`src/rtl/rgb_fade_pkg.sv`:
```
// Shared sector encoding and default parameters for the RGB fade sequencer.
package rgb_fade_pkg;

  localparam int PWM_BITS_DEFAULT = 8;
  localparam int STEP_DIV_DEFAULT = 7812;

  typedef enum logic [2:0] {
    SEC_0 = 3'd0,
    SEC_1 = 3'd1,
    SEC_2 = 3'd2,
    SEC_3 = 3'd3,
    SEC_4 = 3'd4,
    SEC_5 = 3'd5
  } sector_t;

  // Codes 6 and 7 fall into the default arm so a corrupted sector recovers to SEC_0.
  function automatic sector_t next_sector(input sector_t s);
    case (s)
      SEC_0:   return SEC_1;
      SEC_1:   return SEC_2;
      SEC_2:   return SEC_3;
      SEC_3:   return SEC_4;
      SEC_4:   return SEC_5;
      default: return SEC_0;
    endcase
  endfunction

endpackage

```
`src/rtl/rgb_fade_sequencer_pwm_channel.sv`:
```
// One PWM output channel: duty shadow register plus registered active-low comparator.
module pwm_channel
  import rgb_fade_pkg::*;
#(
  parameter int PWM_BITS = PWM_BITS_DEFAULT
) (
  input  logic                clk,
  input  logic                rst,
  input  logic [PWM_BITS-1:0] pwm_cnt,
  input  logic [PWM_BITS-1:0] duty,
  output logic                pad
);

  logic [PWM_BITS-1:0] shadow;

  // The shadow only reloads on the last count so a period never mixes two duties.
  always_ff @(posedge clk or posedge rst) begin
    if (rst) begin
      shadow <= '0;
      pad    <= 1'b1;
    end else begin
      if (pwm_cnt == {PWM_BITS{1'b1}}) begin
        shadow <= duty;
      end
      pad <= ~(pwm_cnt < shadow);
    end
  end

endmodule

```
`src/rtl/rgb_fade_sequencer.sv`:
```
// Hue-wheel RGB fader: prescaled ramp through six sectors driving three PWM pads.
// Optional macro FADE_GAMMA_EN squares each duty ((v*v)>>PWM_BITS) before registering it.
module rgb_fade_sequencer
  import rgb_fade_pkg::*;
#(
  parameter int STEP_DIV = STEP_DIV_DEFAULT,
  parameter int PWM_BITS = PWM_BITS_DEFAULT
) (
  input  logic                clk,
  input  logic                rst,
  input  logic                en,
  output logic                RGB_R,
  output logic                RGB_G,
  output logic                RGB_B,
  output logic [PWM_BITS-1:0] duty_r,
  output logic [PWM_BITS-1:0] duty_g,
  output logic [PWM_BITS-1:0] duty_b,
  output logic [2:0]          sector,
  output logic                cycle_done
);

  localparam int                 PRE_W    = (STEP_DIV > 1) ? $clog2(STEP_DIV) : 1;
  localparam logic [PRE_W-1:0]   PRE_LAST = PRE_W'(STEP_DIV - 1);
  localparam logic [PWM_BITS-1:0] MAX     = {PWM_BITS{1'b1}};

  logic [PRE_W-1:0]    presc_q, presc_d;
  logic [PWM_BITS-1:0] ramp_q, ramp_d;
  sector_t             sector_q, sector_d;
  logic                cycle_done_d;
  logic                tick;
  logic [PWM_BITS-1:0] pwm_cnt;
  logic [PWM_BITS-1:0] r_v, g_v, b_v;

  function automatic logic [PWM_BITS-1:0] shape(input logic [PWM_BITS-1:0] v);
`ifdef FADE_GAMMA_EN
    logic [2*PWM_BITS-1:0] sq;
    sq = {{PWM_BITS{1'b0}}, v} * {{PWM_BITS{1'b0}}, v};
    return sq[2*PWM_BITS-1:PWM_BITS];
`else
    return v;
`endif
  endfunction

  assign tick   = en && (presc_q == PRE_LAST);
  assign sector = sector_q;

  // Prescaler freezes (not clears) while disabled so a resume costs no extra tick.
  always_comb begin
    presc_d      = presc_q;
    ramp_d       = ramp_q;
    sector_d     = sector_q;
    cycle_done_d = 1'b0;
    if (en) begin
      presc_d = tick ? '0 : presc_q + 1'b1;
    end
    if (tick) begin
      ramp_d = ramp_q + 1'b1;
      if ((ramp_q == MAX) || (sector_q > SEC_5)) begin
        sector_d = next_sector(sector_q);
      end
      cycle_done_d = (ramp_q == MAX) && (sector_q == SEC_5);
    end
  end

  always_comb begin
    r_v = '0;
    g_v = '0;
    b_v = '0;
    case (sector_q)
      SEC_0: begin r_v = MAX;          g_v = ramp_q;       end
      SEC_1: begin r_v = MAX - ramp_q; g_v = MAX;          end
      SEC_2: begin g_v = MAX;          b_v = ramp_q;       end
      SEC_3: begin g_v = MAX - ramp_q; b_v = MAX;          end
      SEC_4: begin r_v = ramp_q;       b_v = MAX;          end
      SEC_5: begin r_v = MAX;          b_v = MAX - ramp_q; end
      default: ;
    endcase
  end

  always_ff @(posedge clk or posedge rst) begin
    if (rst) begin
      presc_q    <= '0;
      ramp_q     <= '0;
      sector_q   <= SEC_0;
      pwm_cnt    <= '0;
      duty_r     <= MAX;
      duty_g     <= '0;
      duty_b     <= '0;
      cycle_done <= 1'b0;
    end else begin
      presc_q    <= presc_d;
      ramp_q     <= ramp_d;
      sector_q   <= sector_d;
      pwm_cnt    <= pwm_cnt + 1'b1;
      duty_r     <= shape(r_v);
      duty_g     <= shape(g_v);
      duty_b     <= shape(b_v);
      cycle_done <= cycle_done_d;
    end
  end

  pwm_channel #(.PWM_BITS(PWM_BITS)) u_pwm_r (
    .clk(clk), .rst(rst), .pwm_cnt(pwm_cnt), .duty(duty_r), .pad(RGB_R)
  );

  pwm_channel #(.PWM_BITS(PWM_BITS)) u_pwm_g (
    .clk(clk), .rst(rst), .pwm_cnt(pwm_cnt), .duty(duty_g), .pad(RGB_G)
  );

  pwm_channel #(.PWM_BITS(PWM_BITS)) u_pwm_b (
    .clk(clk), .rst(rst), .pwm_cnt(pwm_cnt), .duty(duty_b), .pad(RGB_B)
  );

endmodule
```
`config.mk`:
```
export PLATFORM = sky130hd
export DESIGN_NAME = rgb_fade_sequencer
export DESIGN_NICKNAME = d
export VERILOG_FILES = /design/src/rtl/rgb_fade_pkg.sv /design/src/rtl/rgb_fade_sequencer_pwm_channel.sv /design/src/rtl/rgb_fade_sequencer.sv
export SDC_FILE = /design/constraint.sdc
export NUM_CORES = 1
export LEC_CHECK = 0
export CORE_MARGIN = 2
export CORE_UTILIZATION = 55
export DETAILED_ROUTE_END_ITERATION = 8
export PLACE_DENSITY = 0.76
export SYNTH_ARGS = -nofsm -noshare
export SYNTH_HDL_FRONTEND = slang
export SYNTH_HIERARCHICAL = 1
export SYNTH_SLANG_ARGS = --single-unit
```
`constraint.sdc`:
```
create_clock -name clk -period 2.3 [get_ports clk]
set_input_delay 0.23 -clock clk [delete_from_list [all_inputs] [get_ports clk]]
set_output_delay 0.23 -clock clk [all_outputs]
set_load 0.01 [all_outputs]
```
After elaboration in Yosys (flattened, before gate mapping)
Index checks and enable logic that the tools add are counted.

operators by class
  eq/ne operators = 8
  add/sub/neg operators = 4
  bitwise operators = 3
  reductions and logical operators = 8
  mux-type cells = 6
  order comparisons = 4

operators by type and width
  operator                                              number
  case mux 8 bit (3 select lines)                       3
  less-than comparator 8 bit                            3
  adder 8 x 1 -> 8 bit, second input constant           2
  == test 8 bit, second input constant                  2
  case mux 3 bit (5 select lines)                       1
  adder 13 x 1 -> 13 bit, second input constant         1
  == test 13 bit, second input constant                 1
  two-way mux 13 bit                                    1
  subtractor 8 bit, first input constant                1
  == test 3 x 2 -> 1 bit, second input constant         2
  == test 3 bit, second input constant                  2
  OR reduction 2 bit                                    3
  == test 3 x 1 -> 1 bit, second input constant         1
  greater-than comparator 3 bit, second input constant  1
  zero test 3 bit                                       1
  inverter 1 bit                                        3
  logical AND 1 bit                                     2
  AND reduction 2 bit                                   1
  logical OR 1 bit                                      1
  two-way mux 1 bit                                     1

word-level totals
  output and inout bits = 31
  flip-flop bits (word level) = 84

Logic depth before layout (Yosys ltp)
  word-level depth = 3
  depth in mapped cells = 6
  mapped depth without buffers = 5

Modules after synthesis
The synthesis kept the hierarchy.

by module, submodules not included
  module              instances  seq. area each (um2)  cells an instance  area an instance (um2)
  rgb_fade_sequencer  1          1436.4                232                2573.7
  pwm_channel         3          226.5                 45                 515.5

Worst setup path before layout
OpenSTA, ideal clock, no wires.

  kind = flip-flop to flip-flop
  start = reg presc_q[4]
  end = reg sector_q[0], in the netlist sector[0]
  slack = 617 ps
  stages on the path, launching flop included = 5
  path buffers = 0
  period minus slack after synthesis = 1683 ps
  setup time = 125 ps
  arrival = 1558 ps
  path through = dfrtp_1 -> nor4b_4 -> nand4_4 -> or2_4 -> mux2_4

between the ends
  cells in the longest elaborated chain, start to end = 3

RTL lines
  item                           RTL line                  source
  start: declaration             rgb_fade_sequencer.sv:26  logic [PRE_W-1:0] presc_q, presc_d;
  start signal: assignment       rgb_fade_sequencer.sv:91  presc_q <= presc_d;
  == test 13 bit                 rgb_fade_sequencer.sv:44  assign tick = en && (presc_q == PRE_LAST);
  logical AND 1 bit              rgb_fade_sequencer.sv:44
  AND reduction 2 bit (no line)  --
  end signal: assignment         rgb_fade_sequencer.sv:93  sector_q <= sector_d;
  end: declaration               rgb_fade_sequencer.sv:28  sector_t sector_q, sector_d;

Every way passes these cells.
A chain may end at the register's enable or synchronous reset.

Worst setup path after layout
  start = reg presc_q[4]
  end = reg ramp_q[7]

between the ends
  cells in the longest elaborated chain, start to end = 2

RTL lines
  item                    RTL line                  source
  == test 13 bit          rgb_fade_sequencer.sv:44
  logical AND 1 bit       rgb_fade_sequencer.sv:44
  end signal: assignment  rgb_fade_sequencer.sv:92  ramp_q <= ramp_d;
  end: declaration        rgb_fade_sequencer.sv:27  logic [PWM_BITS-1:0] ramp_q, ramp_d;

Every way passes these cells.

==> impl_metrics.yaml <==
grt:
  grt_usage: 0.2113
  antenna_found_initial: 0
  grt_overflow: 0
  grt_max_degree: 27
  grt_pass1_wl_mm: 13.88
  grt_pass1_vias: 2929
placement:
  dp_slack_ps: 311.1
  placed_cell_area_sq_um: 4551
  dpl.hpwl_mm: 5.836
  port_buffers: 33
  gp_congestion: 0.8544
setup_path:
  timing.rr.end: "ramp_q[7]$_DFFE_PP0P_"
  cp_slowest_cell: "dfrtp_1"
  reg2reg_from: "presc_q[4]$_DFFE_PP0P_"
  end_kind: "flop"
  r2r_slack_ps: 510
  slowest_delay_ps: 450
  cp_data_required_time_ps: 2560
  worstPathMaxFanout: 11
  worst-endpoint-arrival_ps: 2050
  reg2regPathDepth: 5
  path_depth: 5
  cp.buffers_inverters: 1
  crit_chain: "nor4b_4 > nand4_4 > buf_4 > nor4_2 > xor2_1"
  start_kind: "flop"
  cp_top_family: "simple AND/OR/NAND/NOR gates"
  crit_type: "flop to flop"
yosys:
  synth.avg_cell_area_sq_um: 11.23
  synth_edf_count: 0
  syn_area_sq_um: 4120
  synth-adder-area-share: 0.07592
  synthCells: 367
  synthSimpleGateAreaFrac: 0.1421
  yosys.cell_count.top_type: "dfrtp_1"
  synth_area_leaders: "dfrtp_1, ha_1, dfstp_2"
  synth_xor_xnor_area_share: 0.04251
  ys_warn_count: 6
  synth_compound_area_frac: 0.1051
  synthTopCellsByCount: "dfrtp_1, nor2_1, inv_1"
  muxShareOfSynthArea: 0.07197
  synth_nets: 395
  async_flop_share: 1.000
  synth_seq_cells: 84
  seq_area_frac_synth: 0.5135
  synth_top_family_by_area: "simple AND/OR/NAND/NOR gates"
  synth_top_area_frac: 0.4434
  synth_top_area_cell: "dfrtp_1"
  ys.flop_type: "dfrtp_1"
  synth_cell_types: 44
timing:
  max_slew_margin: 0.6415
  fin_crit_sh: 0.7771
  worstMarginPinSlew_ps: 535.8
  period_minus_slack_ps: 1787
  fmax_mhz: 559.5
  rsz0062_at_grt: "false"
  finalHoldViolCount: 0
  setup_tns_ps: 0
  maxSlewViolCount: 0
  worst_slack_ps: 512.6
  setup_viol: 0
  clock_skew_ps: 14.67
cts:
  clkTransAtPathRegs_ps: 90
  clkLatencyLatePin_ps: 350
  cts_buffers: 9
  holdBufCountCts: 0
  cts_tree: "built"
  postCtsResizedCells: 0
  cts_setup_buffers: 0
  cts.sinks: 84
  h-tree-depth: 3
  root_buffer: "clkbuf_8"
  ctsLongestPathBuffers: 2
floorplan:
  io_pins: 34
  die_area_sq_um: 8199
  core-area_sq_um: 7253
  die_y_microns: 90.55
  placementRows: 31
  start_util: 0.5681
  chipWidth_microns: 90.55
power:
  ir_drop_v: 0.0003676
  leakagePower_nw: 2.119
  p_clk_frac: 0.353
  internal-power_mw: 2.022
  power-per-cell-area_nw_per_um2: 560.3
  switching_share: 0.2358
  sequentialPowerShare: 0.604
  power.switching_mw: 0.6241
  pwr-share-comb: 0.044
drt:
  first_iter_violations: 157
  antenna_left: 0
  drtPass1Iterations: 4
  vias: 2886
  wire_per_inst_microns: 15.98
  wirelength_mm: 8.036
  route.detailed.drc: 0
  routed_via_density: 5.738
final_layout:
  antenna_cells: 0
  final_cell_area_sq_um: 4723
  nets: 427
  final_layout_size_suffix_gt1_frac: 0.1733
  area_delta_synth_final_pct: 14.64
run:
  timing.max_cap.violations: 0
hold_path:
  hold_path_class: "input pin to async pin"
run_status:
  status: "completed"
[stage by stage]
step | util | instances | power [mW] | hold slack, ps
2_1_floorplan | - | 367 | 1.695 | 57.20
3_3_place_gp | 0.6274 | 487 | 1.732 | 472.7
3_5_place_dp | 0.6274 | 487 | 1.744 | 488.7
4_1_cts | 0.6512 | 503 | 2.676 | 321.6
5_1_grt | 0.6512 | 503 | 2.763 | 377.8
6_report | 0.6512 | 503 | 2.646 | 328.7
[worst max path at each step]
stage / startpoint / end / slack [ps]
final: presc_q[4]$_DFFE_PP0P_ / ramp_q[7]$_DFFE_PP0P_ / 510
after global routing: presc_q[4]$_DFFE_PP0P_ / ramp_q[5]$_DFFE_PP0P_ / 370
after CTS: presc_q[4]$_DFFE_PP0P_ / ramp_q[7]$_DFFE_PP0P_ / 500
after detailed placement: en / sector[1]$_DFFE_PP0P_ / 310
after global placement: en / sector[1]$_DFFE_PP0P_ / 360
after floorplan: presc_q[4]$_DFFE_PP0P_ / sector[0]$_DFFE_PP0P_ / 620
[kinds of logic after synthesis]
kind of cell               count (synthesis)
AOI/OAI and AO/OA                         61
muxes                                     26
adders and majority gates                 25
buffers and inverters                     50
DFF                                       84
and+or+nand+nor                          101
xor gates and xnor gates                  20
[flip-flops by register name, summed over array words and instances, names as in the netlist, 3 cells and up]
signal          cells
duty_b              8
duty_g              8
duty_r              8
presc_q            13
pwm_cnt             8
ramp_q              8
sector              3
u_pwm_b/shadow      8
u_pwm_g/shadow      8
u_pwm_r/shadow      8
[area by class of cell]
class / instances / area [sq um]
Tap cell: 99 / 123.9
Timing Repair Buffer: 39 / 387.9
Clock inverter: 2 / 10.01
Inverter: 32 / 120.1
Clock buffer: 14 / 162.7
Fill cell: 567 / 2530
Multi-Input combinational cell: 233 / 1803
Sequential cell: 84 / 2116
[cells in the final DEF, fill, tap and decap left out, drive strengths merged, types with 2 or more instances in the layout]
cell,n
nand3,13
xnor2,12
dfrtp,73
a41oi,2
a211oi,8
and3,3
clkinv,2
a211o,3
a221oi,8
nor4b,2
inv,32
or3,3
or2,3
nand4,11
a31oi,3
and2,3
o21ai,5
o21a,8
and4,4
o31ai,4
nor3,4
ha,25
xor2,8
clkbuf,14
nor2,36
o221ai,3
a21oi,15
mux2,26
nand2b,5
nand2,12
buf,6
dfstp,11
clkdlybuf4s50,33
[metal layers]
| metal | global-route usage | part of all wire | vias to the layer above |
|---|---|---|---|
| met5 | 0 | 0 | - |
| met4 | 0.08846 | 0.018 | 0 |
| met3 | 0.04591 | 0.048 | 17 |
| met2 | 0.3445 | 0.50 | 81 |
| met1 | 0.2741 | 0.44 | 1438 |
| li1 | - | - | 1350 |
[power by group through the flow]
stage | combinational, mW | sequential [mW] | clock [mW]
5_1_grt | 0.136 | 1.61 | 1.02
2_1_floorplan | 0.0844 | 1.61 | 0
3_3_place_gp | 0.112 | 1.62 | 0
3_5_place_dp | 0.119 | 1.62 | 0
4_1_cts | 0.120 | 1.60 | 0.961
6_report | 0.116 | 1.60 | 0.933
[worst reg2reg max path: stages, from the launching register on]
cell and delay (ps):
dfrtp_1 450, nor4b_4 380, nand4_4 210, buf_4 230, nor4_2 270, xor2_1 170
No activity file was read; power rests on OpenSTA's default activity.
